===== config.mk =====
export PLATFORM = sky130hd
export DESIGN_NAME = prefetch_fetch_stage_flat
export DESIGN_NICKNAME = d
export VERILOG_FILES = /design/src/rtl/prefetch_fetch_stage.sv /design/src/rtl/prefetch_fetch_stage_if.sv /design/src/flat_wrapper.sv
export SDC_FILE = /design/constraint.sdc
export NUM_CORES = 1
export LEC_CHECK = 0
export BUFFER_PORTS_ARGS = -buffer_cell sky130_fd_sc_hd__buf_2
export CORE_ASPECT_RATIO = 1.5
export CORE_UTILIZATION = 57
export DETAILED_ROUTE_END_ITERATION = 7
export HOLD_SLACK_MARGIN = 0.03
export PLACE_DENSITY = 0.79
export SYNTH_ARGS = -nofsm -noshare
export SYNTH_HDL_FRONTEND = slang
export SYNTH_SLANG_ARGS = --single-unit

===== constraint.sdc =====
create_clock -name clk -period 3.4 [get_ports clk]
set_input_delay 0.51 -clock clk [delete_from_list [all_inputs] [get_ports clk]]
set_output_delay 0.51 -clock clk [all_outputs]
set_load 0.02 [all_outputs]

===== src/rtl/prefetch_fetch_stage.sv =====
// Instruction fetch stage: sequential Wishbone fetches into a prefetch queue that feeds decode;
// a jump flushes the queue and squashes any in-flight response.

package pipeline_status;
    typedef enum logic {BUBBLE = 1'b0, VALID = 1'b1} forwards_t;
    typedef enum logic [1:0] {READY = 2'd0, STALL = 2'd1, JUMP = 2'd2} backwards_t;
endpackage

package prefetch_fetch_stage_pkg;
    typedef struct packed {
        logic [31:0] pc;
        logic [31:0] instr;
    } fetch_entry_t;
endpackage

module prefetch_fetch_stage
    import pipeline_status::*;
    import prefetch_fetch_stage_pkg::*;
#(
    parameter int unsigned PREFETCH_DEPTH = 4,
    parameter logic [31:0] RESET_VECTOR   = 32'h0000_0000,
    parameter logic [31:0] NOP_INSTR      = 32'h0000_0013
) (
    input  logic                  clk,
    input  logic                  rst,
    wishbone_interface.master     wb,
    output logic [31:0]           instruction_reg_out,
    output logic [31:0]           program_counter_reg_out,
    output forwards_t             status_forwards_out,
    input  backwards_t            status_backwards_in,
    input  logic [31:0]           jump_address_backwards_in
);

    localparam int unsigned PTR_W = $clog2(PREFETCH_DEPTH);
    localparam int unsigned CNT_W = PTR_W + 1;

    // Bit 0 of the encoding is the bus-busy flag, so cyc/stb come straight from a flop.
    typedef enum logic [1:0] {IDLE = 2'b00, REQ = 2'b01, DISCARD = 2'b11} state_t;

    state_t             state;
    state_t             state_next;
    logic [31:0]        fetch_pc;
    logic [31:0]        fetch_pc_next;
    logic [PTR_W-1:0]   wr_ptr;
    logic [PTR_W-1:0]   rd_ptr;
    logic [CNT_W-1:0]   count;
    fetch_entry_t       queue [PREFETCH_DEPTH];

    logic               jump_c;
    logic               ready_c;
    logic               push_c;
    logic               pop_c;
    logic               room_c;
    logic [31:0]        jump_target_c;
    fetch_entry_t       head_c;

    always_comb begin
        jump_c        = (status_backwards_in == JUMP);
        ready_c       = (status_backwards_in == READY);
        push_c        = (state == REQ) && wb.ack && !jump_c;
        pop_c         = ready_c && (count != '0);
        room_c        = (count + CNT_W'(push_c)) < CNT_W'(PREFETCH_DEPTH);
        jump_target_c = jump_address_backwards_in & 32'hFFFF_FFFC;
        head_c        = queue[rd_ptr];
    end

    always_ff @(posedge clk or negedge rst) begin
        if (!rst) begin
            state    <= IDLE;
            fetch_pc <= RESET_VECTOR;
        end else begin
            state    <= state_next;
            fetch_pc <= fetch_pc_next;
        end
    end

    always_comb begin
        state_next    = state;
        fetch_pc_next = fetch_pc;
        case (state)
            IDLE: begin
                if (jump_c) fetch_pc_next = jump_target_c;
                if (jump_c || (count < CNT_W'(PREFETCH_DEPTH))) state_next = REQ;
            end
            REQ: begin
                if (wb.ack) begin
                    if (jump_c) begin
                        fetch_pc_next = jump_target_c;
                        state_next    = REQ;
                    end else begin
                        fetch_pc_next = fetch_pc + 32'd4;
                        state_next    = room_c ? REQ : IDLE;
                    end
                end else if (jump_c) begin
                    fetch_pc_next = jump_target_c;
                    state_next    = DISCARD;
                end
            end
            DISCARD: begin
                if (jump_c) fetch_pc_next = jump_target_c;
                if (wb.ack) state_next = IDLE;
            end
            default: state_next = IDLE;
        endcase
    end

    always_comb begin
        wb.cyc      = state[0];
        wb.stb      = state[0];
        wb.we       = 1'b0;
        wb.sel      = 4'hF;
        wb.adr      = fetch_pc;
        wb.dat_mosi = '0;
    end

    // Queue bookkeeping; a jump empties it regardless of any push or pop.
    always_ff @(posedge clk or negedge rst) begin
        if (!rst) begin
            wr_ptr <= '0;
            rd_ptr <= '0;
            count  <= '0;
        end else if (jump_c) begin
            wr_ptr <= '0;
            rd_ptr <= '0;
            count  <= '0;
        end else begin
            if (push_c) wr_ptr <= wr_ptr + PTR_W'(1);
            if (pop_c)  rd_ptr <= rd_ptr + PTR_W'(1);
            if (push_c && !pop_c)      count <= count + CNT_W'(1);
            else if (pop_c && !push_c) count <= count - CNT_W'(1);
        end
    end

    always_ff @(posedge clk) begin
        if (push_c) queue[wr_ptr] <= '{pc: fetch_pc, instr: wb.dat_miso};
    end

    always_ff @(posedge clk or negedge rst) begin
        if (!rst) begin
            instruction_reg_out     <= NOP_INSTR;
            program_counter_reg_out <= RESET_VECTOR;
            status_forwards_out     <= BUBBLE;
        end else begin
            case (status_backwards_in)
                READY: begin
                    if (pop_c) begin
                        instruction_reg_out     <= head_c.instr;
                        program_counter_reg_out <= head_c.pc;
                        status_forwards_out     <= VALID;
                    end else begin
                        instruction_reg_out <= NOP_INSTR;
                        status_forwards_out <= BUBBLE;
                    end
                end
                JUMP: begin
                    instruction_reg_out <= NOP_INSTR;
                    status_forwards_out <= BUBBLE;
                end
                default: ;
            endcase
        end
    end

endmodule

===== src/rtl/prefetch_fetch_stage_if.sv =====
// Wishbone classic bus bundle used by the instruction fetch stage (read-only master).

interface wishbone_interface;
    logic        cyc;
    logic        stb;
    logic        we;
    logic [3:0]  sel;
    logic [31:0] adr;
    logic [31:0] dat_mosi;
    logic [31:0] dat_miso;
    logic        ack;

    modport master (output cyc, stb, we, sel, adr, dat_mosi, input dat_miso, ack);
    modport slave  (input cyc, stb, we, sel, adr, dat_mosi, output dat_miso, ack);
endinterface


===== src/flat_wrapper.sv =====
// flat-port wrapper written by rule: the top's interface ports become plain ports
module prefetch_fetch_stage_flat import pipeline_status::*; import prefetch_fetch_stage_pkg::*;
#(
    parameter int unsigned PREFETCH_DEPTH = 4,
    parameter logic [31:0] RESET_VECTOR   = 32'h0000_0000,
    parameter logic [31:0] NOP_INSTR      = 32'h0000_0013
)
  (clk, rst, instruction_reg_out, program_counter_reg_out, status_forwards_out, status_backwards_in, jump_address_backwards_in, wb_cyc, wb_stb, wb_we, wb_sel, wb_adr, wb_dat_mosi, wb_dat_miso, wb_ack);
  wishbone_interface wb_i ();
  input  logic clk;
  input  logic rst;
  output logic [31:0] instruction_reg_out;
  output logic [31:0] program_counter_reg_out;
  output forwards_t status_forwards_out;
  input  backwards_t status_backwards_in;
  input  logic [31:0] jump_address_backwards_in;
  output wire logic [$bits(wb_i.cyc)-1:0] wb_cyc;
  output wire logic [$bits(wb_i.stb)-1:0] wb_stb;
  output wire logic [$bits(wb_i.we)-1:0] wb_we;
  output wire logic [$bits(wb_i.sel)-1:0] wb_sel;
  output wire logic [$bits(wb_i.adr)-1:0] wb_adr;
  output wire logic [$bits(wb_i.dat_mosi)-1:0] wb_dat_mosi;
  input wire logic [$bits(wb_i.dat_miso)-1:0] wb_dat_miso;
  input wire logic [$bits(wb_i.ack)-1:0] wb_ack;
  assign wb_cyc = wb_i.cyc;
  assign wb_stb = wb_i.stb;
  assign wb_we = wb_i.we;
  assign wb_sel = wb_i.sel;
  assign wb_adr = wb_i.adr;
  assign wb_dat_mosi = wb_i.dat_mosi;
  assign wb_i.dat_miso = wb_dat_miso;
  assign wb_i.ack = wb_ack;
  prefetch_fetch_stage #(.PREFETCH_DEPTH(PREFETCH_DEPTH), .RESET_VECTOR(RESET_VECTOR), .NOP_INSTR(NOP_INSTR)) u_core (.clk(clk), .rst(rst), .wb(wb_i), .instruction_reg_out(instruction_reg_out), .program_counter_reg_out(program_counter_reg_out), .status_forwards_out(status_forwards_out), .status_backwards_in(status_backwards_in), .jump_address_backwards_in(jump_address_backwards_in));
endmodule

Yosys cells after proc, flatten, opt, wreduce, memory -nomap -nowiden
Memory sizes are Yosys's and may differ from the RTL's.
Index checks and enable logic that the tools add are counted.
Widths: inputs -> output; s select.
- add/sub/neg operators: 6
- $lt $le $gt $ge: 2
- eq/ne operators: 6
- muxes and demuxes: 24
- reductions and logical operators: 20
- operators by type and width (cell ; number):
    $mux 32 ; 4
    $pmux 32 s2 ; 2
    $add 32x3->32 const B ; 1
    $mux 2 ; 9
    $mux 3 ; 3
    $reduce_bool 2->1 ; 4
    $lt 3x3->1 const B ; 2
    $pmux 2 s3 ; 1
    $reduce_bool 3->1 ; 2
    $logic_and 1x1->1 ; 5
    $add 2x1->2 const B ; 2
    $eq 2x2->1 const B ; 2
    $logic_not 2->1 ; 2
    $mux 1 ; 4
    $add 3x1->3 ; 1
    $add 3x1->3 const B ; 1
    $logic_not 1->1 ; 3
    $ne 3x2->1 const B ; 1
    $reduce_and 3->1 ; 1
    $sub 3x1->3 const B ; 1
    $eq 2x1->1 const B ; 1
    $ne 2x1->1 const B ; 1
    $ne 2x2->1 const B ; 1
    $pmux 1 s2 ; 1
    other kinds (3) ; 3
- flip-flop bits (word level): 106
- RAM bits: 256
- bits of input ports: 69
- output and inout bits: 136
- word-level logic and storage cells: 67
- memories kept: 1
- memory list (memory ; words ; width ; rd ports ; clocked after Yosys merged registers in ; wr ports ; RTL line ; text):
    u_core.queue ; 4 ; 64 ; 1 ; 0 ; 1 ; prefetch_fetch_stage.sv:47 ; fetch_entry_t queue [PREFETCH_DEPTH];

Depth between registers and ports, before layout
Gate-level depths: netlist of run 1.
- depth in word-level cells: 9
- mapped depth: 9
- depth with buffers taken out: 9

Least setup slack after synthesis of run 1
No wires, ideal clock.
- kind: in2reg
- from: input port status_backwards_in[0]
- to: memory u_core.queue[0][0] (netlist bit), enable pin
- library setup time: 0.429 ns
- arrival time: 2.819 ns
- required time: 2.971 ns
- slack: 0.152 ns
- stages: 5
- path buffers: 2
- cells stage by stage: clkbuf_1 > nor2b_1 > clkbuf_1 > nor2_1 > and2_1
- longest elaborated chain between the ends: 5
- RTL lines (what ; RTL line ; text):
    from (decl) ; flat_wrapper.sv:15 ; input backwards_t status_backwards_in;
    $eq 2x2->1 ; prefetch_fetch_stage.sv:58 ; jump_c = (status_backwards_in == JUMP);
    $logic_not 1->1 ; prefetch_fetch_stage.sv:60 ; push_c = (state == REQ) && wb.ack && !jump_c;
    $logic_and 1x1->1 ; prefetch_fetch_stage.sv:60 ;
    $mux 1 ; prefetch_fetch_stage.sv:135 ; if (push_c) queue[wr_ptr] <= '{pc: fetch_pc, instr: wb.dat_miso};
    $mux 1 (implied by the code) ; prefetch_fetch_stage.sv:135 ;
    to (decl) ; prefetch_fetch_stage.sv:47 ;
Every way passes these cells.

Final worst setup path of run 1
- from: register u_core.state[1]
- to: memory u_core.queue[0][31] (netlist bit), enable pin
- longest elaborated chain between the ends: 5
- RTL lines (what ; RTL line ; text):
    from (decl) ; prefetch_fetch_stage.sv:40 ; state_t state;
    from (signal assigned) ; prefetch_fetch_stage.sv:72 ; state <= state_next;
    $eq 2x1->1 ; prefetch_fetch_stage.sv:60 ;
    $logic_and 1x1->1 (2 in series) ; prefetch_fetch_stage.sv:60 ;
    $mux 1 ; prefetch_fetch_stage.sv:135 ;
    $mux 1 (implied by the code) ; prefetch_fetch_stage.sv:135 ;
Every way passes these cells.

==> summary.txt, run 1 <==
Placement
  – GP Congestion: 0.909
  – # port buffers: 165
  – Detailed placer's ending HPWL: 18.0 mm
  – Placed insts: 1364

Synthesis
  – Top FF cell, synth: edfxtp_1
  – Avg Cell Area, Syn: 16.1 um2
  – Unique masters post-synth: 53
  – Post-Syn Area: 14500 um2
  – Sequential element share of the synthesized area: 0.714
  – Synth Register Bits: 362
  – Fraction of registers with async set/reset: 0.293
  – Synth top area share: 0.530
  – Yosys top cell by area: edfxtp_1
  – Post-synth EDFFs: 256
  – Post-Syn Instances: 898
  – Synth top area cells: edfxtp_1 53%, dfrtp_1 18%, mux4_2 9.9%
  – Synth warn: 0

Worst setup path
  – Crit Path Class: flop to flop
  – Critical Path End Type: flop
  – CP max FO: 31
  – Slowest-stage cell, CP: and2_4
  – Largest delay contributor family on the critical path: simple AND/OR/NAND/NOR gates
  – Worst Path Buf+Inv: 2
  – Launching element type of the critical path: flop
  – Worst EP arrival: 2.59 ns
  – R2R Setup Slk: 1.00 ns
  – Crit path required time: 3.59 ns
  – Worst path max stage delay: 0.55 ns
  – Cells along the critical path: inv_1 -> ha_1 -> nand2_1 -> nor2_1 -> and2_4 -> buf_4

Finish
  – Antenna Cells: 0
  – FILL cells: 1717
  – Cell Count, Final, Fillers Out: 1427
  – Layout area overhead: 15.6%
  – Share of cells above drive strength 1: 0.288
  – Final net count: 1153

CTS
  – Clk pin slew, worst setup/hold paths: 0.06 ns
  – Clock Latency Late Sink: 0.51 ns
  – Clk sink count: 362
  – # resized after CTS: 0
  – Max Root-Sink Buffers: 3
  – Htree depth: 2
  – Number of buffers created by CTS: 34
  – # Post-CTS Setup Buffers: 0
  – CTS tree: yes
  – Clock root cell: clkbuf_16

Drt
  – Post-route DRC: 0
  – DR vias: 8377
  – Vias/cell: 5.87
  – ANT nets after route: 0
  – WL final: 30.0 mm
  – 1st-pass router iterations: 5
  – Drt wl/cell: 21.0 um
  – Initial DRC count: 593

Floorplanning
  – Core area: 25100 um2
  – Initial cell density of the core: 0.579
  – # rows: 71
  – Top-level port count: 205
  – Die area: 26100 um2
  – Die extent in y: 197 um
  – Die W: 132 um

Timing
  – Rel. slew slack: 0.325
  – Worst Tran Pin Value: 1.01 ns
  – F_max: 417 MHz
  – Hold_ws: 0.216 ns
  – Unrepaired setup endpoints after global routing: false
  – Final period util: 0.706
  – Fin. Hold Viols: 0
  – Minimum clock period: 2.40 ns
  – Slew Viols, Final: 0
  – Setup violators final: 0
  – Setup tns final: 0 ns
  – Final Skew: 0.0103 ns

Global route
  – Initial antenna violation count: 0
  – Total GRT Usage: 0.237
  – First-pass GRT wire length: 46.7 mm
  – Vias in the first global route: 8453
  – Largest net degree at the start of global routing: 67
  – Total grt overflow: 0

Outcome
  – Status: finished clean

Job
  – Number of max-capacitance violations reported: 0

Power and ir drop
  – Leakage: 6.43 nW
  – PwrDens: 828 nW/um2
  – Peak supply drop: 520 uV

Worst hold path
  – Hold Path Class: input port to flop
area by class of cell:
cell class	count	area, um2	share of cell area
sequential	362	10400	0.618
multi-input combinational	473	3770	0.225
timing repair buffer	186	1040	0.0620
clock buffer	52	1010	0.0604
tap	328	410	0.0245
clock inverter	10	105	0.00627
inverter	16	60.1	0.00359
logic make-up (layout without fill, tap and decap cells):
kind of cell	Yosys count	after routing	synth area share
compound gates	132	132	0.0628
xor+xnor	4	4	0.00242
fa+ha+maj	11	11	0.0100
buf+inv	98	264	0.0364
flops	362	362	0.714
mux	66	66	0.101
other cells	2	37	0.000518
simple gates	223	223	0.0735
power breakdown:
part	internal [mW]	switching [mW]	leakage (nW)
Sequential	5.67	0.895	3.62
Clock	2.22	1.54	0.543
Combinational	1.54	2.00	2.27
Total	9.44	4.44	6.43
placed cells by master (no fill, tap or decap), types with 3 or more instances in the layout:
cell,n
a21oi_1,36
a22o_1,29
a2bb2oi_1,4
a311oi_1,4
a31oi_1,5
a41oi_1,4
and2_1,3
and2_4,4
and3_1,6
and4_1,3
buf_12,4
buf_2,164
buf_4,17
clkbuf_1,12
clkbuf_16,37
clkbuf_8,3
clkinv_1,5
clkinv_2,3
conb_1,37
dfrtp_1,101
dfstp_2,3
edfxtp_1,256
ha_1,10
inv_1,14
mux4_2,64
nand2_1,123
nand3_1,16
nand4_1,6
nor2_1,37
nor2b_1,4
nor3_1,5
nor4_4,3
o21ai_0,15
o21ai_1,3
o22a_1,9
o22ai_1,10
o2bb2a_1,3
or3_1,3
xnor2_1,3
Yosys cell counts, types with 14 or more instances:
cell type and count:
edfxtp_1 256, nand2_1 123, dfrtp_1 103, mux4_2 64
buf_4 39, nor2_1 37, a21oi_1 36, a22o_1 29
clkbuf_1 29, nand3_1 16, o21ai_0 15, inv_1 14
worst reg2reg max path: stages (launching register included):
cell and delay, ns:
dfrtp_1 0.42, inv_1 0.09, ha_1 0.21, nand2_1 0.11, nor2_1 0.31, and2_4 0.55, buf_4 0.38
state kept, by name (all words and copies together), names as in the netlist:
| name | count |
|---|---|
| u_core.queue | 256 |
| u_core.state | 2 |
| u_core.status_forwards_out | 1 |
| u_core.wr_ptr | 2 |
| u_core.count | 3 |
| u_core.program_counter_reg_out | 32 |
| u_core.rd_ptr | 2 |
| u_core.instruction_reg_out | 32 |
| u_core.wb.adr | 32 |
final timing paths:
| kind | from | endpoint | cells after the start |
|---|---|---|---|
| hold / removal | wb_dat_miso[17] | u_core.queue[1][17] | 1 |
| max in group asynchronous | rst | u_core.wb.adr[10] | 3 |
| hold reg to reg | u_core.instruction_reg_out[4] | u_core.instruction_reg_out[4] | 2 |
| setup reg to reg | u_core.state[1] | u_core.queue[0][31] | 6 |
| setup / recovery | u_core.state[1] | u_core.queue[0][31] | 6 |
| min in group asynchronous | rst | u_core.instruction_reg_out[19] | 2 |
stage by stage:
stage               setup slack [ns]   util  area, um2  power [mW]
CTS                            0.996  0.669      16800        14.0
finish                          1.00  0.669      16800        13.9
global placement                1.01  0.624      15600        10.1
detailed placement             0.988  0.624      15600        10.2
global route                   0.877  0.669      16800        14.5
floorplan                      0.152      -      14600        8.96
timing repair:
item                                   4_1_cts  5_1_grt
endpoints found under the hold margin        6        0
setup endpoints to repair                    0        0
hold buffers                                 1        0
metal layers:
metal / GRT usage / wire length [um] / vias up
li1: - / - / 3709
met1: 0.296 / 11800 / 4254
met2: 0.421 / 15800 / 348
met3: 0.0346 / 1560 / 66
met4: 0.0877 / 816 / 0
met5: 0 / 0 / -
Power figures use the tool's default switching activity.
==> run 2, diff against run 1 <==
--- a/config.mk
+++ b/config.mk
@@ -5,12 +5,13 @@
 export SDC_FILE = /design/constraint.sdc
 export NUM_CORES = 1
 export LEC_CHECK = 0
+export ABC_AREA = 1
 export BUFFER_PORTS_ARGS = -buffer_cell sky130_fd_sc_hd__buf_2
 export CORE_ASPECT_RATIO = 1.5
-export CORE_UTILIZATION = 57
+export CORE_UTILIZATION = 58
 export DETAILED_ROUTE_END_ITERATION = 7
 export HOLD_SLACK_MARGIN = 0.03
-export PLACE_DENSITY = 0.79
+export PLACE_DENSITY = 0.8
 export SYNTH_ARGS = -nofsm -noshare
 export SYNTH_HDL_FRONTEND = slang
 export SYNTH_SLANG_ARGS = --single-unit
==> constraint.sdc (replaced) <==
create_clock -name clk -period 2.5 [get_ports clk]
set_input_delay 0.375 -clock clk [delete_from_list [all_inputs] [get_ports clk]]
set_output_delay 0.375 -clock clk [all_outputs]
set_load 0.02 [all_outputs]
==> run 2 against run 1 <==
Net effect: non-clock buffer count is 48 higher; register-to-register slack lost 0.68 ns; final cell count increased by 36%; worst setup slack worse by 0.68 ns; sequential cell count is the same; via count grew 33%; critical path type unchanged; critical endpoint is now u_core.count[2].
==> summary.txt, run 2 <==
Outcome
  – Status: finished clean

Power and ir drop
  – Internal power: 13.1 mW
  – Peak supply drop: 792 uV
  – PwrDens: 1180 nW/um2
  – Clock Power Share: 0.238
  – Switch share: 0.380
  – Comb pwr share: 0.322
  – Final Power: 21.1 mW
  – Leakage: 7.43 nW
  – Seq pwr share: 0.439
  – Switching power: 8.03 mW

Global route
  – Vias in the first global route: 11000
  – Initial antenna violation count: 0
  – Total grt overflow: 0
  – Total GRT Usage: 0.276
  – First-pass GRT wire length: 57.2 mm
  – Largest net degree at the start of global routing: 90

Drt
  – Post-route DRC: 0
  – DR vias: 11100
  – WL final: 36.8 mm
  – Drt wl/cell: 18.9 um
  – 1st-pass router iterations: 6
  – ANT nets after route: 0
  – Initial DRC count: 967
  – Vias/cell: 5.73

Worst setup path
  – Worst path max stage delay: 0.46 ns
  – Levels on crit path: 9
  – Crit path required time: 2.95 ns
  – Worst Path Buf+Inv: 0
  – Critical Path End Type: flop
  – RR Endpoint: u_core.count[2]
  – CP max FO: 6
  – Slowest-stage cell, CP: dfrtp_2
  – Cells along the critical path: ha_1 -> nand2_1 -> nor2_1 -> ha_1 -> fa_1 -> a21oi_1 -> o21ai_0 -> o21ai_0 -> a21oi_1
  – Launching element type of the critical path: flop
  – Crit Path Class: flop to flop
  – R2r worst-path depth: 9
  – Worst EP arrival: 2.62 ns
  – Largest delay contributor family on the critical path: adder cells
  – R2R Setup Slk: 0.32 ns
  – RR Startpoint: u_core.state[0]

Synthesis
  – Synth Register Bits: 362
  – Most instantiated cells after synthesis: 380 x nand2_1, 256 x edfxtp_1, 128 x nor2_1
  – Synth top area cells: edfxtp_1 50%, dfrtp_1 17%, nand2_1 9.3%
  – Post-synth EDFFs: 256
  – Post-Syn Instances: 1393
  – Synth warn: 0
  – Unique masters post-synth: 39
  – Most instantiated library cell after synthesis: nand2_1
  – Sequential element share of the synthesized area: 0.677
  – Yosys top cell by area: edfxtp_1
  – Synth top area share: 0.503
  – Fraction of registers with async set/reset: 0.293
  – Top FF cell, synth: edfxtp_1
  – Post-Syn Area: 15300 um2
  – Avg Cell Area, Syn: 11.0 um2

Worst hold path
  – Hold Crit Start: jump_address_backwards_in[13]
  – Worst hold endpoint: u_core.wb.adr[13]
  – Hold depth: 3
  – Hold Path Class: input port to flop

Timing
  – Setup tns final: 0 ns
  – Minimum clock period: 2.18 ns
  – Slew Viols, Final: 0
  – Rel. slew slack: 0.532
  – Final Skew: 0.0111 ns
  – Worst Tran Pin Value: 0.702 ns
  – F_max: 460 MHz
  – Final period util: 0.870
  – Hold_ws: 0.0507 ns
  – Unrepaired setup endpoints after global routing: false
  – Final worst slack: 0.325 ns
  – Fin. Hold Viols: 0
  – Setup violators final: 0

CTS
  – Clk sink count: 362
  – Clk pin slew, worst setup/hold paths: 0.07 ns
  – # resized after CTS: 0
  – Htree depth: 1
  – CTS tree: yes
  – Max Root-Sink Buffers: 3
  – Number of buffers created by CTS: 30
  – Clock Latency Late Sink: 0.57 ns
  – Clock root cell: clkbuf_16

Finish
  – Final net count: 1668
  – Antenna Cells: 0
  – Share of cells above drive strength 1: 0.176
  – Largest Register: u_core.queue
  – FILL cells: 1832
  – Cell Count, Final, Fillers Out: 1945
  – Most common cell after layout, fill and taps aside: nand2_1
  – Layout area overhead: 16.8%
  – Multi-input gate area: 4200 um2
  – Max reg flops: 256
  – Most frequent cells in the layout: 380 x nand2_1, 256 x edfxtp_1, 164 x buf_2
  – FF/Latch Area: 10300 um2

Placement
  – # port buffers: 165
  – Detailed placer's ending HPWL: 22.1 mm
  – Place WS: 0.337 ns
  – GP Congestion: 0.947
  – Placed insts: 1855

Floorplanning
  – Initial cell density of the core: 0.591
  – Top-level port count: 205
  – Core area: 25900 um2
  – Die W: 135 um
  – Die area: 27000 um2
  – Die extent in y: 201 um
  – # rows: 72

Job
  – Number of max-capacitance violations reported: 0
[run 2: changes by cell type in the layout (fill, tap and decap cells not counted), moves of 32 or more]
cell	delta
nand2_1	+257
nor2_1	+87
nand3_1	+86
o21ai_0	+77
mux4_2	-64
inv_1	+50
dlygate4sd3_1	+33
o22ai_1	+32
[run 2: power groups by stage]
stage          logic [mW]  clock network, mW  registers [mW]
2_1_floorplan        4.01                  0            9.65
3_3_place_gp         6.50                  0            9.29
3_5_place_dp         6.72                  0            9.35
4_1_cts              6.82               5.09            9.25
5_1_grt              7.50               5.32            9.44
6_report             6.82               5.04            9.28
[run 2: what timing repair did]
item                      4_1_cts  5_1_grt
hold endpoints to repair      156        0
hold buffers                   34        0
buffers inserted                0        0
[run 2: cells by family (layout without fill, tap and decap cells)]
kind of cell    after synthesis  after routing  synth area share
compound gates              202            202            0.0831
xor+xnor                      3              3           0.00172
fa+ha+maj                    11             11           0.00950
buf+inv                     177            361            0.0589
flops                       362            362             0.677
other cells                   2             37          0.000492
simple gates                636            636             0.169
[run 2: worst max-delay path by stage]
stage | start | to | slack (ns)
global placement | u_core.state[0] | u_core.count[2] | 0.37
global route | u_core.state[1] | u_core.count[2] | 0.16
detailed placement | u_core.state[0] | u_core.count[2] | 0.34
CTS | u_core.state[0] | u_core.count[2] | 0.33
finish | u_core.state[0] | u_core.count[2] | 0.32
floorplan | u_core.state[0] | u_core.queue[0][0] | 0.03
[run 2: worst reg2reg max path: stages (launching register included)]
cell and delay (ns):
dfrtp_2 0.46, ha_1 0.24, nand2_1 0.11, nor2_1 0.11, ha_1 0.25, fa_1 0.40
a21oi_1 0.16, o21ai_0 0.13, o21ai_0 0.16, a21oi_1 0.05
[run 2: cell type report]
class	instances	share of cell area
clock buffer	40	0.0482
sequential	362	0.580
tap	333	0.0233
multi-input combinational	889	0.235
inverter	71	0.0151
clock inverter	16	0.0116
timing repair buffer	234	0.0865
[run 2: metal layers]
layer	routed length, um	global-route usage	up-vias
met3	2390	0.0402	100
li1	-	-	5123
met1	13700	0.324	5443
met4	1370	0.123	0
met5	0	0	-
met2	19400	0.497	482
[run 2: metrics by stage]
stage | util | instance area [um2]
global placement | 0.636 | 16400
CTS | 0.690 | 17800
finish | 0.690 | 17800
floorplan | - | 15400
detailed placement | 0.636 | 16400
global route | 0.690 | 17800
==> run 3, diff against run 2 <==
--- a/config.mk
+++ b/config.mk
@@ -8,9 +8,10 @@
 export ABC_AREA = 1
 export BUFFER_PORTS_ARGS = -buffer_cell sky130_fd_sc_hd__buf_2
 export CORE_ASPECT_RATIO = 1.5
+export CORE_MARGIN = 2
 export CORE_UTILIZATION = 58
 export DETAILED_ROUTE_END_ITERATION = 7
-export HOLD_SLACK_MARGIN = 0.03
+export HOLD_SLACK_MARGIN = 0.1
 export PLACE_DENSITY = 0.8
 export SYNTH_ARGS = -nofsm -noshare
 export SYNTH_HDL_FRONTEND = slang
==> run 3 against run 2 <==
Net effect: register-to-register slack about the same; hold slack better by 0.062 ns; critical path depth up 1; sequential power down 1%; combinational power about the same; sequential cell count unchanged; global-route usage down 1.6 points; clock skew up 0.021 ns; clock power about the same; die area up 2.5%; total power down 0.73%; largest cell class unchanged; highest routed layer unchanged.
==> summary.txt, run 3 (synthesis results as in run 2) <==
Worst setup path
  – CP max FO: 4
  – Largest delay contributor family on the critical path: adder cells
  – Launching element type of the critical path: flop
  – Cells along the critical path: inv_1 -> ha_1 -> nand2_1 -> nor2_1 -> ha_1 -> fa_1 -> a21oi_1 -> o21ai_0 -> o21ai_0 -> a21oi_1
  – Worst Path Buf+Inv: 1
  – Slowest-stage cell, CP: dfrtp_1
  – Crit path required time: 2.88 ns
  – Worst path max stage delay: 0.40 ns
  – Critical Path End Type: flop
  – Worst EP arrival: 2.55 ns
  – Crit Path Class: flop to flop

Finish
  – Final net count: 1677
  – Cell area after layout: 17900 um2
  – Most common cell after layout, fill and taps aside: nand2_1
  – Max reg flops: 256
  – Share of cells above drive strength 1: 0.173
  – Largest Register: u_core.queue
  – Most frequent cells in the layout: 380 x nand2_1, 256 x edfxtp_1, 164 x buf_2
  – Layout area overhead: 17.0%
  – Antenna Cells: 0

Drt
  – DR vias: 11000
  – Drt wl/cell: 18.3 um
  – Vias/cell: 5.62
  – Post-route DRC: 0
  – ANT nets after route: 0
  – 1st-pass router iterations: 5
  – Initial DRC count: 791
  – WL final: 35.7 mm

Placement
  – Detailed placer's ending HPWL: 21.9 mm
  – DP Area: 16400 um2
  – # port buffers: 165
  – GP Congestion: 0.945

Global route
  – Largest net degree at the start of global routing: 65
  – Initial antenna violation count: 0
  – Total GRT Usage: 0.260
  – Total grt overflow: 0
  – First-pass GRT wire length: 55.5 mm
  – Vias in the first global route: 11000

Floorplanning
  – Die extent in y: 203 um
  – Die area: 27700 um2
  – Initial cell density of the core: 0.591
  – Die W: 137 um
  – # rows: 72
  – Top-level port count: 205
  – Core area: 25900 um2

Timing
  – Setup violators final: 0
  – Minimum clock period: 2.17 ns
  – F_max: 461 MHz
  – Hold_ws: 0.113 ns
  – Rel. slew slack: 0.598
  – Final Skew: 0.0323 ns
  – Fin. Hold Viols: 0
  – Unrepaired setup endpoints after global routing: false
  – Slew Viols, Final: 0
  – Final period util: 0.869
  – Worst Tran Pin Value: 0.604 ns
  – Setup tns final: 0 ns

CTS
  – CTS tree: yes
  – Max Root-Sink Buffers: 3
  – # Post-CTS Setup Buffers: 0
  – Clk sink count: 362
  – Clock Latency Late Sink: 0.52 ns
  – # resized after CTS: 0
  – Htree depth: 2
  – Clk pin slew, worst setup/hold paths: 0.06 ns
  – Number of buffers created by CTS: 34
  – Clock root cell: clkbuf_16

Power and ir drop
  – Leakage: 7.43 nW
  – Final Power: 21.0 mW
  – PwrDens: 1170 nW/um2
  – Peak supply drop: 726 uV

Worst hold path
  – Hold Path Class: input port to flop

Job
  – Number of max-capacitance violations reported: 0

Outcome
  – Status: finished clean
-- run 3: final timing paths --
kind,startpoint,end,slack [ns],cells after the start
max,u_core.state[1],u_core.count[2],0.33,10
min,jump_address_backwards_in[7],u_core.wb.adr[7],0.11,3
max reg2reg,u_core.state[1],u_core.count[2],0.33,10
min reg2reg,u_core.program_counter_reg_out[11],u_core.program_counter_reg_out[11],0.47,2
max in group asynchronous,rst,u_core.instruction_reg_out[1],1.44,3
min in group asynchronous,rst,u_core.wb.adr[3],0.37,2
-- run 3: through the flow --
step,setup slack (ns),util,instances
2_1_floorplan,0.0305,-,1428
3_3_place_gp,0.450,0.635,1855
3_5_place_dp,0.394,0.635,1855
4_1_cts,0.351,0.691,1954
5_1_grt,0.123,0.691,1954
6_report,0.329,0.691,1954
-- run 3: worst reg2reg max path: cells and delay by family, from the launching register on --
| kind | cells | cell delay, ns |
|---|---|---|
| DFF | 1 | 0.40 |
| buffers and inverters | 1 | 0.08 |
| AOI/OAI and AO/OA | 4 | 0.52 |
| adders and majority gates | 3 | 0.85 |
| and+or+nand+nor | 2 | 0.20 |
-- run 3: what timing repair did --
item                                   CTS  global route
setup endpoints to repair                0             0
hold buffers                            39             0
endpoints found under the hold margin  162             0
-- run 3: layout make-up --
type                    instances  area (um2)
clock buffers                  49         958
clock inverters                11         114
fillers                      1816        7980
inverters                      71         269
multi-input cells             889        4200
flip-flops and latches        362       10300
well taps                     333         417
repair buffers                239        1570
-- run 3: report_power, final --
part	internal (mW)	switching [mW]	leakage [nW]
clock	2.89	2.12	0.516
combinational	2.24	4.57	3.28
sequential	7.93	1.24	3.63
total	13.1	7.93	7.43
-- run 3: metal layers --
| layer | global-route usage | vias to the layer above | routed length (um) |
|---|---|---|---|
| met1 | 0.318 | 5302 | 13500 |
| met4 | 0.125 | 0 | 1440 |
| met5 | 0 | - | 0 |
| li1 | - | 5134 | - |
| met3 | 0.0310 | 101 | 2200 |
| met2 | 0.454 | 450 | 18600 |
